--- config.mk ---
export PLATFORM = sky130hd
export DESIGN_NAME = npc_redirect_queue_flat
export DESIGN_NICKNAME = d
export VERILOG_FILES = /design/src/rtl/npc_redirect_queue_if.sv /design/src/rtl/npc_redirect_queue.sv /design/src/flat_wrapper.sv
export SDC_FILE = /design/constraint.sdc
export NUM_CORES = 1
export LEC_CHECK = 0
export BUFFER_PORTS_ARGS = -buffer_cell sky130_fd_sc_hd__buf_2
export CAP_MARGIN = 10
export CORE_ASPECT_RATIO = 1.1
export CORE_MARGIN = 8
export CORE_UTILIZATION = 40
export DETAILED_ROUTE_END_ITERATION = 8
export PLACE_DENSITY = 0.68
export SLEW_MARGIN = 25
export SYNTH_ARGS = -nofsm -noshare
export SYNTH_HDL_FRONTEND = slang
export SYNTH_SLANG_ARGS = --single-unit
--- constraint.sdc ---
create_clock -name I_clk -period 3.68 [get_ports I_clk]
set_clock_uncertainty 0.05 [all_clocks]
set_input_delay 0 -clock I_clk [delete_from_list [all_inputs] [get_ports I_clk]]
set_output_delay 0 -clock I_clk [all_outputs]
set_load 0.02 [all_outputs]
--- src/rtl/npc_redirect_queue_if.sv ---
// Handshake bundle between the ID stage, the next-PC redirect queue and the PC register.
// The slave modport is the queue's view; the master modport is the driving environment.
interface npc_redirect_queue_if #(
  parameter int AW    = 32,
  parameter int DW    = 64,
  parameter int DEPTH = 2
);
  localparam int CW = $clog2(DEPTH + 1);

  logic          I_in_valid;
  logic          O_in_ready;
  logic [AW-1:0] I_pc;
  logic [AW-1:0] I_snpc;
  logic [DW-1:0] I_rs1_data;
  logic [DW-1:0] I_imm;
  logic [DW-1:0] I_intr_pc;
  logic [4:0]    I_dnpc_sel;
  logic          I_flush;
  logic          O_dnpc_valid;
  logic          I_dnpc_ready;
  logic [AW-1:0] O_dnpc;
  logic          O_misalign;
  logic [CW-1:0] O_count;

  modport slave (
    input  I_in_valid, I_pc, I_snpc, I_rs1_data, I_imm, I_intr_pc,
           I_dnpc_sel, I_flush, I_dnpc_ready,
    output O_in_ready, O_dnpc_valid, O_dnpc, O_misalign, O_count
  );

  modport master (
    output I_in_valid, I_pc, I_snpc, I_rs1_data, I_imm, I_intr_pc,
           I_dnpc_sel, I_flush, I_dnpc_ready,
    input  O_in_ready, O_dnpc_valid, O_dnpc, O_misalign, O_count
  );
endinterface

--- src/rtl/npc_redirect_queue.sv ---
// Next-PC target generator with a small in-order FIFO of pending redirects.
// The target bypasses the FIFO when it is empty and the PC register is ready.
module npc_redirect_queue #(
  parameter int AW    = 32,
  parameter int DW    = 64,
  parameter int DEPTH = 2,
  parameter int C_EXT = 0
) (
  input logic                I_clk,
  input logic                I_rst,
  npc_redirect_queue_if.slave io_bus
);
  localparam int CW = $clog2(DEPTH + 1);
  localparam int PW = (DEPTH > 1) ? $clog2(DEPTH) : 1;
  localparam logic [CW-1:0] FULL_CNT = CW'(DEPTH);
  localparam logic [PW-1:0] LAST_PTR = PW'(DEPTH - 1);

  // Returns {misalign, target}; priority intr > jalr > jal/branch > snpc.
  function automatic logic [AW:0] calc_target(
    input logic [4:0]    sel,
    input logic [AW-1:0] pc,
    input logic [AW-1:0] snpc,
    input logic [AW-1:0] rs1,
    input logic [AW-1:0] imm,
    input logic [AW-1:0] intr
  );
    logic [AW-1:0] t;
    logic          chk;
    t   = snpc;
    chk = 1'b0;
    if (sel[4]) begin
      t = intr;
    end else if (sel[3]) begin
      t   = (rs1 + imm) & ~AW'(1);
      chk = 1'b1;
    end else if (sel[2] || sel[1]) begin
      t   = pc + imm;
      chk = 1'b1;
    end
    return {chk && (C_EXT == 0) && t[1], t};
  endfunction

  function automatic logic [PW-1:0] next_ptr(input logic [PW-1:0] p);
    return (p == LAST_PTR) ? '0 : p + PW'(1);
  endfunction

  logic [AW-1:0] r_mem [DEPTH];
  logic          r_mis [DEPTH];
  logic [PW-1:0] r_rptr;
  logic [PW-1:0] r_wptr;
  logic [CW-1:0] r_count;

  logic [AW:0]   w_calc;
  logic [AW-1:0] w_tgt;
  logic          w_tmis;
  logic          w_empty;
  logic          w_full;
  logic          w_accept;
  logic          w_push;
  logic          w_pop;

  assign w_calc = calc_target(io_bus.I_dnpc_sel, io_bus.I_pc, io_bus.I_snpc,
                              io_bus.I_rs1_data[AW-1:0], io_bus.I_imm[AW-1:0],
                              io_bus.I_intr_pc[AW-1:0]);
  assign w_tgt  = w_calc[AW-1:0];
  assign w_tmis = w_calc[AW];

  generate
    if (DW > AW) begin : g_wide
      logic w_unused_hi;
      assign w_unused_hi = ^{io_bus.I_rs1_data[DW-1:AW], io_bus.I_imm[DW-1:AW],
                             io_bus.I_intr_pc[DW-1:AW]};
    end
  endgenerate

  assign w_empty  = (r_count == '0);
  assign w_full   = (r_count == FULL_CNT);
  assign w_accept = io_bus.I_in_valid && io_bus.O_in_ready;
  // An accepted target goes straight out when the queue is empty and the PC register takes it.
  assign w_push   = w_accept && !(w_empty && io_bus.I_dnpc_ready);
  assign w_pop    = !io_bus.I_flush && !w_empty && io_bus.I_dnpc_ready;

  assign io_bus.O_in_ready   = !w_full && !io_bus.I_flush;
  assign io_bus.O_dnpc_valid = !io_bus.I_flush && (!w_empty || io_bus.I_in_valid);
  assign io_bus.O_dnpc       = w_empty ? w_tgt  : r_mem[r_rptr];
  assign io_bus.O_misalign   = w_empty ? w_tmis : r_mis[r_rptr];
  assign io_bus.O_count      = r_count;

  always_ff @(posedge I_clk) begin
    if (I_rst) begin
      r_rptr  <= '0;
      r_wptr  <= '0;
      r_count <= '0;
      for (int i = 0; i < DEPTH; i++) begin
        r_mem[i] <= '0;
        r_mis[i] <= 1'b0;
      end
    end else if (io_bus.I_flush) begin
      r_rptr  <= '0;
      r_wptr  <= '0;
      r_count <= '0;
    end else begin
      if (w_push) begin
        r_mem[r_wptr] <= w_tgt;
        r_mis[r_wptr] <= w_tmis;
        r_wptr        <= next_ptr(r_wptr);
      end
      if (w_pop) begin
        r_rptr <= next_ptr(r_rptr);
      end
      r_count <= r_count + CW'(w_push) - CW'(w_pop);
    end
  end
endmodule

--- src/flat_wrapper.sv ---
// flat-port wrapper written by rule: the top's interface ports become plain ports
module npc_redirect_queue_flat 
#(
  parameter int AW    = 32,
  parameter int DW    = 64,
  parameter int DEPTH = 2,
  parameter int C_EXT = 0
)
  (I_clk, I_rst, io_bus_I_in_valid, io_bus_I_pc, io_bus_I_snpc, io_bus_I_rs1_data, io_bus_I_imm, io_bus_I_intr_pc, io_bus_I_dnpc_sel, io_bus_I_flush, io_bus_I_dnpc_ready, io_bus_O_in_ready, io_bus_O_dnpc_valid, io_bus_O_dnpc, io_bus_O_misalign, io_bus_O_count);
  npc_redirect_queue_if #(.AW(AW), .DW(DW), .DEPTH(DEPTH)) io_bus_i ();
  input logic I_clk;
  input logic I_rst;
  input wire logic [$bits(io_bus_i.I_in_valid)-1:0] io_bus_I_in_valid;
  input wire logic [$bits(io_bus_i.I_pc)-1:0] io_bus_I_pc;
  input wire logic [$bits(io_bus_i.I_snpc)-1:0] io_bus_I_snpc;
  input wire logic [$bits(io_bus_i.I_rs1_data)-1:0] io_bus_I_rs1_data;
  input wire logic [$bits(io_bus_i.I_imm)-1:0] io_bus_I_imm;
  input wire logic [$bits(io_bus_i.I_intr_pc)-1:0] io_bus_I_intr_pc;
  input wire logic [$bits(io_bus_i.I_dnpc_sel)-1:0] io_bus_I_dnpc_sel;
  input wire logic [$bits(io_bus_i.I_flush)-1:0] io_bus_I_flush;
  input wire logic [$bits(io_bus_i.I_dnpc_ready)-1:0] io_bus_I_dnpc_ready;
  output wire logic [$bits(io_bus_i.O_in_ready)-1:0] io_bus_O_in_ready;
  output wire logic [$bits(io_bus_i.O_dnpc_valid)-1:0] io_bus_O_dnpc_valid;
  output wire logic [$bits(io_bus_i.O_dnpc)-1:0] io_bus_O_dnpc;
  output wire logic [$bits(io_bus_i.O_misalign)-1:0] io_bus_O_misalign;
  output wire logic [$bits(io_bus_i.O_count)-1:0] io_bus_O_count;
  assign io_bus_i.I_in_valid = io_bus_I_in_valid;
  assign io_bus_i.I_pc = io_bus_I_pc;
  assign io_bus_i.I_snpc = io_bus_I_snpc;
  assign io_bus_i.I_rs1_data = io_bus_I_rs1_data;
  assign io_bus_i.I_imm = io_bus_I_imm;
  assign io_bus_i.I_intr_pc = io_bus_I_intr_pc;
  assign io_bus_i.I_dnpc_sel = io_bus_I_dnpc_sel;
  assign io_bus_i.I_flush = io_bus_I_flush;
  assign io_bus_i.I_dnpc_ready = io_bus_I_dnpc_ready;
  assign io_bus_O_in_ready = io_bus_i.O_in_ready;
  assign io_bus_O_dnpc_valid = io_bus_i.O_dnpc_valid;
  assign io_bus_O_dnpc = io_bus_i.O_dnpc;
  assign io_bus_O_misalign = io_bus_i.O_misalign;
  assign io_bus_O_count = io_bus_i.O_count;
  npc_redirect_queue #(.AW(AW), .DW(DW), .DEPTH(DEPTH), .C_EXT(C_EXT)) u_core (.I_clk(I_clk), .I_rst(I_rst), .io_bus(io_bus_i));
endmodule
; Word level (Yosys, flattened, before mapping)
; Memories as Yosys holds them, arrays and structs flattened. A register that Yosys moved wholly into a read port is not among the register bits.
; Cells that the tools add are included.
[word_totals]
output_inout_bits = 37
input_bits = 266
ramBits = 66
register_bits = 4
wordCells = 56
memories = 2
[classes]
n_eq_ne = 1
addsub = 6
mux = 26
reduce_logical = 18
[mem_list]
columns = memory, words, width, read_ports, rd_clocked_by_memory_dff, wr, line_no
row1 = u_core.r_mem, 2, 32, 1, 1, 2, npc_redirect_queue.sv:47  ; logic [AW-1:0] r_mem [DEPTH];
row2 = u_core.r_mis, 2, 1, 1, 1, 2, npc_redirect_queue.sv:48  ; logic r_mis [DEPTH];
[ops]
columns = operator, count
row1 = 2-to-1 mux 32 bit, 5
row2 = adder 32 bit, 2
row3 = OR reduction 32 bit, 1
row4 = 2-to-1 mux 1 bit, 21
row5 = logical AND 1 bit, 8
row6 = zero test 1 bit, 4
row7 = "adder 1 bit, second input constant", 2
row8 = adder 2 x 1 -> 2 bit, 1
row9 = "== test 2 bit, second input constant", 1
row10 = zero test 2 bit, 1
row11 = logical OR 1 bit, 2
row12 = OR reduction 2 bit, 1
row13 = subtractor 2 x 1 -> 2 bit, 1
row14 = OR reduction 1 bit, 1

; Depth between registers and ports, before layout
; Gate-level depths: netlist (run 1).
[logic_depth]
word_depth = 11
mapped_depth = 11
depth_no_buf = 11

; Worst setup path before layout (run 1)
; OpenSTA, ideal clock, no wires.
[synth_timing]
path_type = input -> register
start = input io_bus_I_imm[0]
end = memory u_core.r_mem[0][10], data pin
n_path_buf = 0
setup_slack_ns = 1.031
arrival_ns = 2.334
path_stages = 11
cell_sequence = ha_1 > fa_1 > a211oi_1 > o21ai_2 > a221oi_1 > o21ai_0 > a211oi_1 > o31a_1 > nor2_1 > a211oi_1 > nor3_1
[synth_rtl]
columns = item, line_no
row1 = from (decl), flat_wrapper.sv:17  ; input wire logic [$bits(io_bus_i.I_imm)-1:0] io_bus_I_imm;
row2 = to (decl), npc_redirect_queue.sv:47

; Final worst setup path (run 1)
[layout_timing]
start = input io_bus_I_imm[0]
end = output io_bus_O_dnpc[10]
[layout_via]
elab_chain_cells = 5
word_cells_on_any_way = 6
classes_between = add/sub (2) / mux (4)
[layout_rtl]
columns = item, line_no
row1 = adder 32 bit, npc_redirect_queue.sv:37  ; t = pc + imm;
row2 = 2-to-1 mux 32 bit, npc_redirect_queue.sv:36  ; end else if (sel[2] || sel[1]) begin
row3 = 2-to-1 mux 32 bit (*), npc_redirect_queue.sv:33  ; end else if (sel[3]) begin
row4 = 2-to-1 mux 32 bit (*), npc_redirect_queue.sv:31  ; if (sel[4]) begin
row5 = 2-to-1 mux 32 bit (*), npc_redirect_queue.sv:85  ; assign io_bus.O_dnpc = w_empty ? w_tgt : r_mem[r_rptr];
row6 = to (decl), flat_wrapper.sv:24  ; output wire logic [$bits(io_bus_i.O_dnpc)-1:0] io_bus_O_dnpc;
; Every way passes the cells marked *; elsewhere a longest branch is shown, timed or not.

==> results.txt, run 1 <==
final setup vio count: 0
Num CTS Buffers: 9
FP Rows: 53
Final nets: 1450
flops & latches, synth: 71
type of origin of the critical path: input port
Bufs on Longest Clock Path: 2
CP most frequent cell: a211oi_1
clk slew on worst S/H paths: 0.05 ns
root buffer cell: clkbuf_16
Final Core Density: 48.7%
Residual DRC: 0
EDFF count, synth: 66
total core area: 18900 sq um
Synth Flop Type: edfxtp_1
sequential area share after synthesis: 27.3%
Max-Slew Margin vs Limit: 38.3%
share of the synthesized area in the top cell type: 26.0%
Top Ports: 303
Die X: 148 microns
Net Count, Synth: 1278
global routing usage on met3: 2.59%
remaining antenna violation count: 0
met1 Use GR: 28.3%
Synth Cell Area: 7620 sq um
antenna violations before repair: 1
CP max stage cell: a211oi_1
Wirelength per Cell: 19.3 microns
first-pass GRT wire length: 41.1 mm
Worst VDD drop: 240 uV
IO Port Bufs: 205
Hold Path Class: in -> reg
Cell Chain, Critical Path: buf_2, ha_1, fa_1, a211oi_1, o21ai_2, a221oi_1, o21ai_0, a211oi_1, o31a_1, nor2_1, a2111oi_1, a211oi_1, buf_2
Largest delay share family, worst path: compound AO/OA/AOI/OAI gates
switching share of total power: 34.9%
Sink Count: 71
Leak: 3.95 nW
Die Area: 23700 sq um
Crit Path Max Fanout: 4
Initial Utilization: 40.3%
vias in the first global route: 7739
internal power: 2.07 mW
RSZ-0062 raised after global routing: no
Worst Path Arrival: 3.41 ns
Inst Count DP: 1351
max_cap viols: 0
pwr/cell area: 345 nW/um^2
Largest stage delay, worst path: 0.50 ns
top cells by area, synth: edfxtp_1, ha_1, a21oi_1, nor2_1, a211oi_1
Yosys top cell by area: edfxtp_1
Netlist cell types: 72
combinational cell fraction of total power: 39.2%
Tmin final: 3.46 ns
Worst-Margin Slew: 0.926 ns
CP required: 3.63 ns
CTS tree: built
Flop pwr share: 29.3%
final setup TNS: 0 ns
syn avg cell area: 8.05 sq um
die height: 161 microns
Ys Warns: 0
Fin. Hold Viols: 0
gr busiest metal: met2
Final Slew Violations: 0
HPWL Detailed: 21.1 mm
WL final: 26.5 mm
setup bufs post-CTS: 0
Placer Congestion: 0.922
Post-Synthesis Cells: 947
clock share of power: 31.5%
DR iter-0 viols: 646
GRT Util Overall: 21.4%
pin count of the biggest net entering global routing: 59
Final period util: 94.1%
Hold WS: 0.0213 ns
via/cell ratio: 5.83
Skew-Pair Late Insertion Delay: 0.33 ns
status: finished clean
DR pass1 iterations: 6
asr flop ratio synth: 0%
Clock H-tree levels: 3
Vias: 8005
crit end category: output port
most frequent cells in the layout: buf_2, nor2_1, a21oi_1
Buf+Inv Stages, Crit Path: 2
met2 usage: 35.5%
Crit Path Class: in -> out
share of layout cells above drive strength 1: 23.8%
final cell count without fillers: 1372
commonest non-fill, non-tap cell in the layout: buf_2
Max Fclk: 0.289 GHz
area delta synth->final: 20.7%
total grt overflow: 0
Net Switching: 1.11 mW
## cells by family after synthesis
| logic type | Yosys count | share of synthesized area [%] |
|---|---|---|
| AOI/OAI and AO/OA | 341 | 30.0 |
| adders and majority gates | 65 | 10.9 |
| xor gates and xnor gates | 52 | 5.98 |
| buffers and inverters | 71 | 3.59 |
| DFF | 71 | 27.3 |
| muxes | 14 | 1.92 |
| and+or+nand+nor | 333 | 20.4 |
## worst paths after layout
check                                 startpoint                                end  slack [ns]  cells past startpoint
max                              io_bus_I_imm[0]                  io_bus_O_dnpc[10]        0.22                     13
min                          io_bus_I_intr_pc[0]   u_core.r_mem[1][0]$_SDFFCE_PN0P_        0.02                      3
max reg2reg  u_core.io_bus.O_count[0]$_SDFF_PP0_  u_core.r_mem[0][22]$_SDFFCE_PN0P_        1.41                      5
min reg2reg           u_core.r_rptr$_SDFFE_PP0P_         u_core.r_rptr$_SDFFE_PP0P_        0.51                      2
## worst reg2reg max path: stages, from the launching register on
cell     delay, ns
dfxtp_1       0.39
inv_1         0.08
a21oi_1       0.16
and3_1        0.27
nor2b_1       0.22
or2_2         0.70
## stage by stage
step	power, mW	instance area, sq um	worst slack (ns)
finish	3.18	9200	0.216
global route	3.34	9200	0.0863
CTS	3.18	9200	0.267
detailed placement	2.17	8810	0.299
global placement	2.17	8810	0.281
floorplan	1.77	7620	1.03
## state kept, by name (all words and copies together), names as in the netlist, named ones only
name	flops
u_core.io_bus.O_count	2
u_core.r_mem	64
u_core.r_mis	2
u_core.r_rptr	1
u_core.r_wptr	1
## layout make-up
cell class              count  area (sq um)
repair buffers            217          1130
flip-flops and latches     71          2080
clock buffers              10           239
inverters                  15          56.3
well taps                 247           309
clock inverters             6           108
fillers                  1878          9700
diodes                      1          2.50
multi-input cells         805          5280
## timing repair
| action | CTS | global route |
|---|---|---|
| endpoints found under the setup margin | 0 | 1 |
| hold buffers | 4 | 0 |
| gates resized for setup | 0 | 1 |
| endpoints found under the hold margin | 7 | 0 |
## power by group through the flow
stage / Combinational (mW) / Sequential, mW / Clock, mW
finish: 1.25 / 0.931 / 1.00
global route: 1.36 / 0.934 / 1.04
CTS: 1.23 / 0.931 / 1.01
floorplan: 0.824 / 0.944 / 0
detailed placement: 1.22 / 0.948 / 0
global placement: 1.22 / 0.946 / 0
## Yosys cell counts, drive strengths merged, types with 4 or more instances
cell type / number
a21boi: 4
nand3: 14
clkbuf: 47
inv: 15
nand2b: 8
nor3: 28
a21oi: 112
mux2: 5
a31oi: 6
or3: 4
dfxtp: 5
nor2: 128
a2111oi: 5
or2: 7
a21o: 23
and2: 6
mux2i: 9
a221oi: 8
nand2: 75
o211ai: 5
o22ai: 5
buf: 9
xor2: 18
edfxtp: 66
o21a: 5
a211oi: 49
o21ai: 63
o31ai: 11
nand4: 16
and3: 4
o221ai: 8
ha: 63
o21bai: 12
xnor2: 34
nor2b: 31
## layer usage
metal  up-vias  share of wire, %
li1       3890                 -
met1      3752                45
met2       320                47
met3        43               5.5
met4         0               2.4
met5         -                 0
Power figures use the tool's default switching activity.
==> run 2: changes to the inputs <==
- MAX_ROUTING_LAYER: default -> met4
==> run 2 against run 1 <==
  * Die area unchanged
  * Fmax up 0.17%
  * Register-to-register slack worse by 0.06 ns
  * Cell area about the same
  * Clock power down 7%
  * Highest routed layer unchanged
  * Routed wire length down 0.35%
  * Sequential power about the same
  * Flip-flop and latch count unchanged
  * Total power down 2.3%
  * Count of clock-buffer cells in the layout up 2
  * Global-route usage up 0.90 points
==> results.txt, run 2 (synthesized netlist as in run 1, its figures left out) <==
Sink Count: 71
Worst-Margin Slew: 0.873 ns
Wirelength per Cell: 19.3 microns
final setup TNS: 0 ns
Top Ports: 303
commonest non-fill, non-tap cell in the layout: buf_2
max_cap viols: 0
first-pass GRT wire length: 41.4 mm
Vias: 7922
Worst Path Arrival: 3.41 ns
Final Slew Violations: 0
clk slew on worst S/H paths: 0.05 ns
final setup vio count: 0
FP Rows: 53
vias in the first global route: 7852
Num CTS Buffers: 9
Cell Chain, Critical Path: buf_2, ha_1, fa_1, a211oi_1, o21ai_2, a221oi_1, o21ai_0, a211oi_1, o31a_1, nor2_1, a2111oi_1, a211oi_1, buf_2
DR pass1 iterations: 5
Leak: 3.94 nW
Die Area: 23700 sq um
Skew-Pair Late Insertion Delay: 0.33 ns
Initial Utilization: 40.3%
Final nets: 1449
total core area: 18900 sq um
Max Fclk: 0.289 GHz
pin count of the biggest net entering global routing: 59
Worst VDD drop: 221 uV
area delta synth->final: 20.6%
CTS tree: built
remaining antenna violation count: 0
CP max stage cell: a2111oi_1
Tmin final: 3.46 ns
CP most frequent cell: a211oi_1
R2R setup slack: 1.35 ns
max reg flops: 64
crit end category: output port
Die X: 148 microns
Placer Congestion: 0.928
design area: 9200 sq um
min-delay src: io_bus_I_intr_pc[0]
Clock H-tree levels: 3
type of origin of the critical path: input port
IO Port Bufs: 205
most frequent cells in the layout: buf_2, nor2_1, a21oi_1
root buffer cell: clkbuf_16
Residual DRC: 0
status: finished clean
HPWL Detailed: 21.0 mm
Bufs on Longest Clock Path: 2
Largest Register: u_core.r_mem
total grt overflow: 0
Max-Slew Margin vs Limit: 41.8%
combinational cell fraction of total power: 40.0%
Flop pwr share: 30.0%
Crit Path Class: in -> out
Fin. Hold Viols: 0
die height: 161 microns
FF/Latch Area: 2090 sq um
FF-to-FF Start: u_core.io_bus.O_count[0]$_SDFF_PP0_
internal power: 2.02 mW
CP startpoint: io_bus_I_imm[0]
Net Switching: 1.09 mW
Final period util: 94.0%
RSZ-0062 raised after global routing: no
setup bufs post-CTS: 0
CP required: 3.63 ns
antenna violations before repair: 3
clock share of power: 30.0%
share of layout cells above drive strength 1: 23.5%
via/cell ratio: 5.77
GRT Util Overall: 22.3%
DR iter-0 viols: 556
Hold Path Class: in -> reg
Largest stage delay, worst path: 0.52 ns
pwr/cell area: 338 nW/um^2
Crit Path Max Fanout: 4
fillcell total: 1935
WL final: 26.4 mm
switching share of total power: 35.0%
area occupied by multi-input gates: 5280 sq um
Placement Cell Area: 8820 sq um
[run 2: what timing repair did]
| item | 4_1_cts | 5_1_grt |
|---|---|---|
| hold buffers | 4 | 0 |
| endpoints found under the hold margin | 6 | 0 |
| resized for setup | 0 | 1 |
| setup endpoints to repair | 0 | 1 |
[run 2: area by class of cell]
cell class | count | share of cell area [%]
multi-input combinational | 805 | 57.4
clock inverter | 4 | 0.748
tap | 247 | 3.36
inverter | 15 | 0.612
timing repair buffer | 216 | 12.3
sequential | 71 | 22.7
antenna | 3 | 0.0816
clock buffer | 12 | 2.79
[run 2: worst max-delay path: cells and delay by family]
family,cells,cell delay (ns)
buffers and inverters,2,0.33
AO/OA/AOI/OAI,8,2.34
adder cells (fa/ha/maj),2,0.68
AND/OR/NAND/NOR,1,0.07
[run 2: final timing paths]
path                                                    endpoint  cells after the start
worst max-delay path                           io_bus_O_dnpc[10]                     13
worst min-delay path            u_core.r_mem[1][0]$_SDFFCE_PN0P_                      3
worst max register to register  u_core.r_mem[0][6]$_SDFFCE_PN0P_                      5
worst min register to register        u_core.r_rptr$_SDFFE_PP0P_                      2
[run 2: metrics by stage]
stage | power, mW | utilization, % | hold WS, ns | std cells | worst slack (ns)
after floorplan | 1.77 | - | 0.128 | 947 | 1.03
after detailed placement | 2.17 | 46.7 | 0.232 | 1350 | 0.302
after global placement | 2.17 | 46.6 | 0.225 | 1350 | 0.293
after CTS | 3.11 | 48.6 | 0.0142 | 1370 | 0.271
after global routing | 3.27 | 48.7 | 0.0428 | 1373 | 0.0395
final | 3.11 | 48.7 | 0.0236 | 1373 | 0.222
[run 2: power by group through the flow]
stage	Sequential, mW	Combinational, mW	Clock (mW)
2_1_floorplan	0.944	0.824	0
3_3_place_gp	0.946	1.22	0
3_5_place_dp	0.948	1.22	0
4_1_cts	0.932	1.23	0.942
5_1_grt	0.934	1.37	0.973
6_report	0.931	1.24	0.933
[run 2: layer usage]
metal | share of wire, % | wire, microns | track usage [%] | up-vias
met2 | 47 | 12500 | 35.6 | 312
met3 | 5.1 | 1350 | 2.14 | 40
met1 | 45 | 12000 | 28.7 | 3676
li1 | - | - | - | 3894
met4 | 2.6 | 676 | 8.49 | 0
met5 | 0 | 0 | - | -
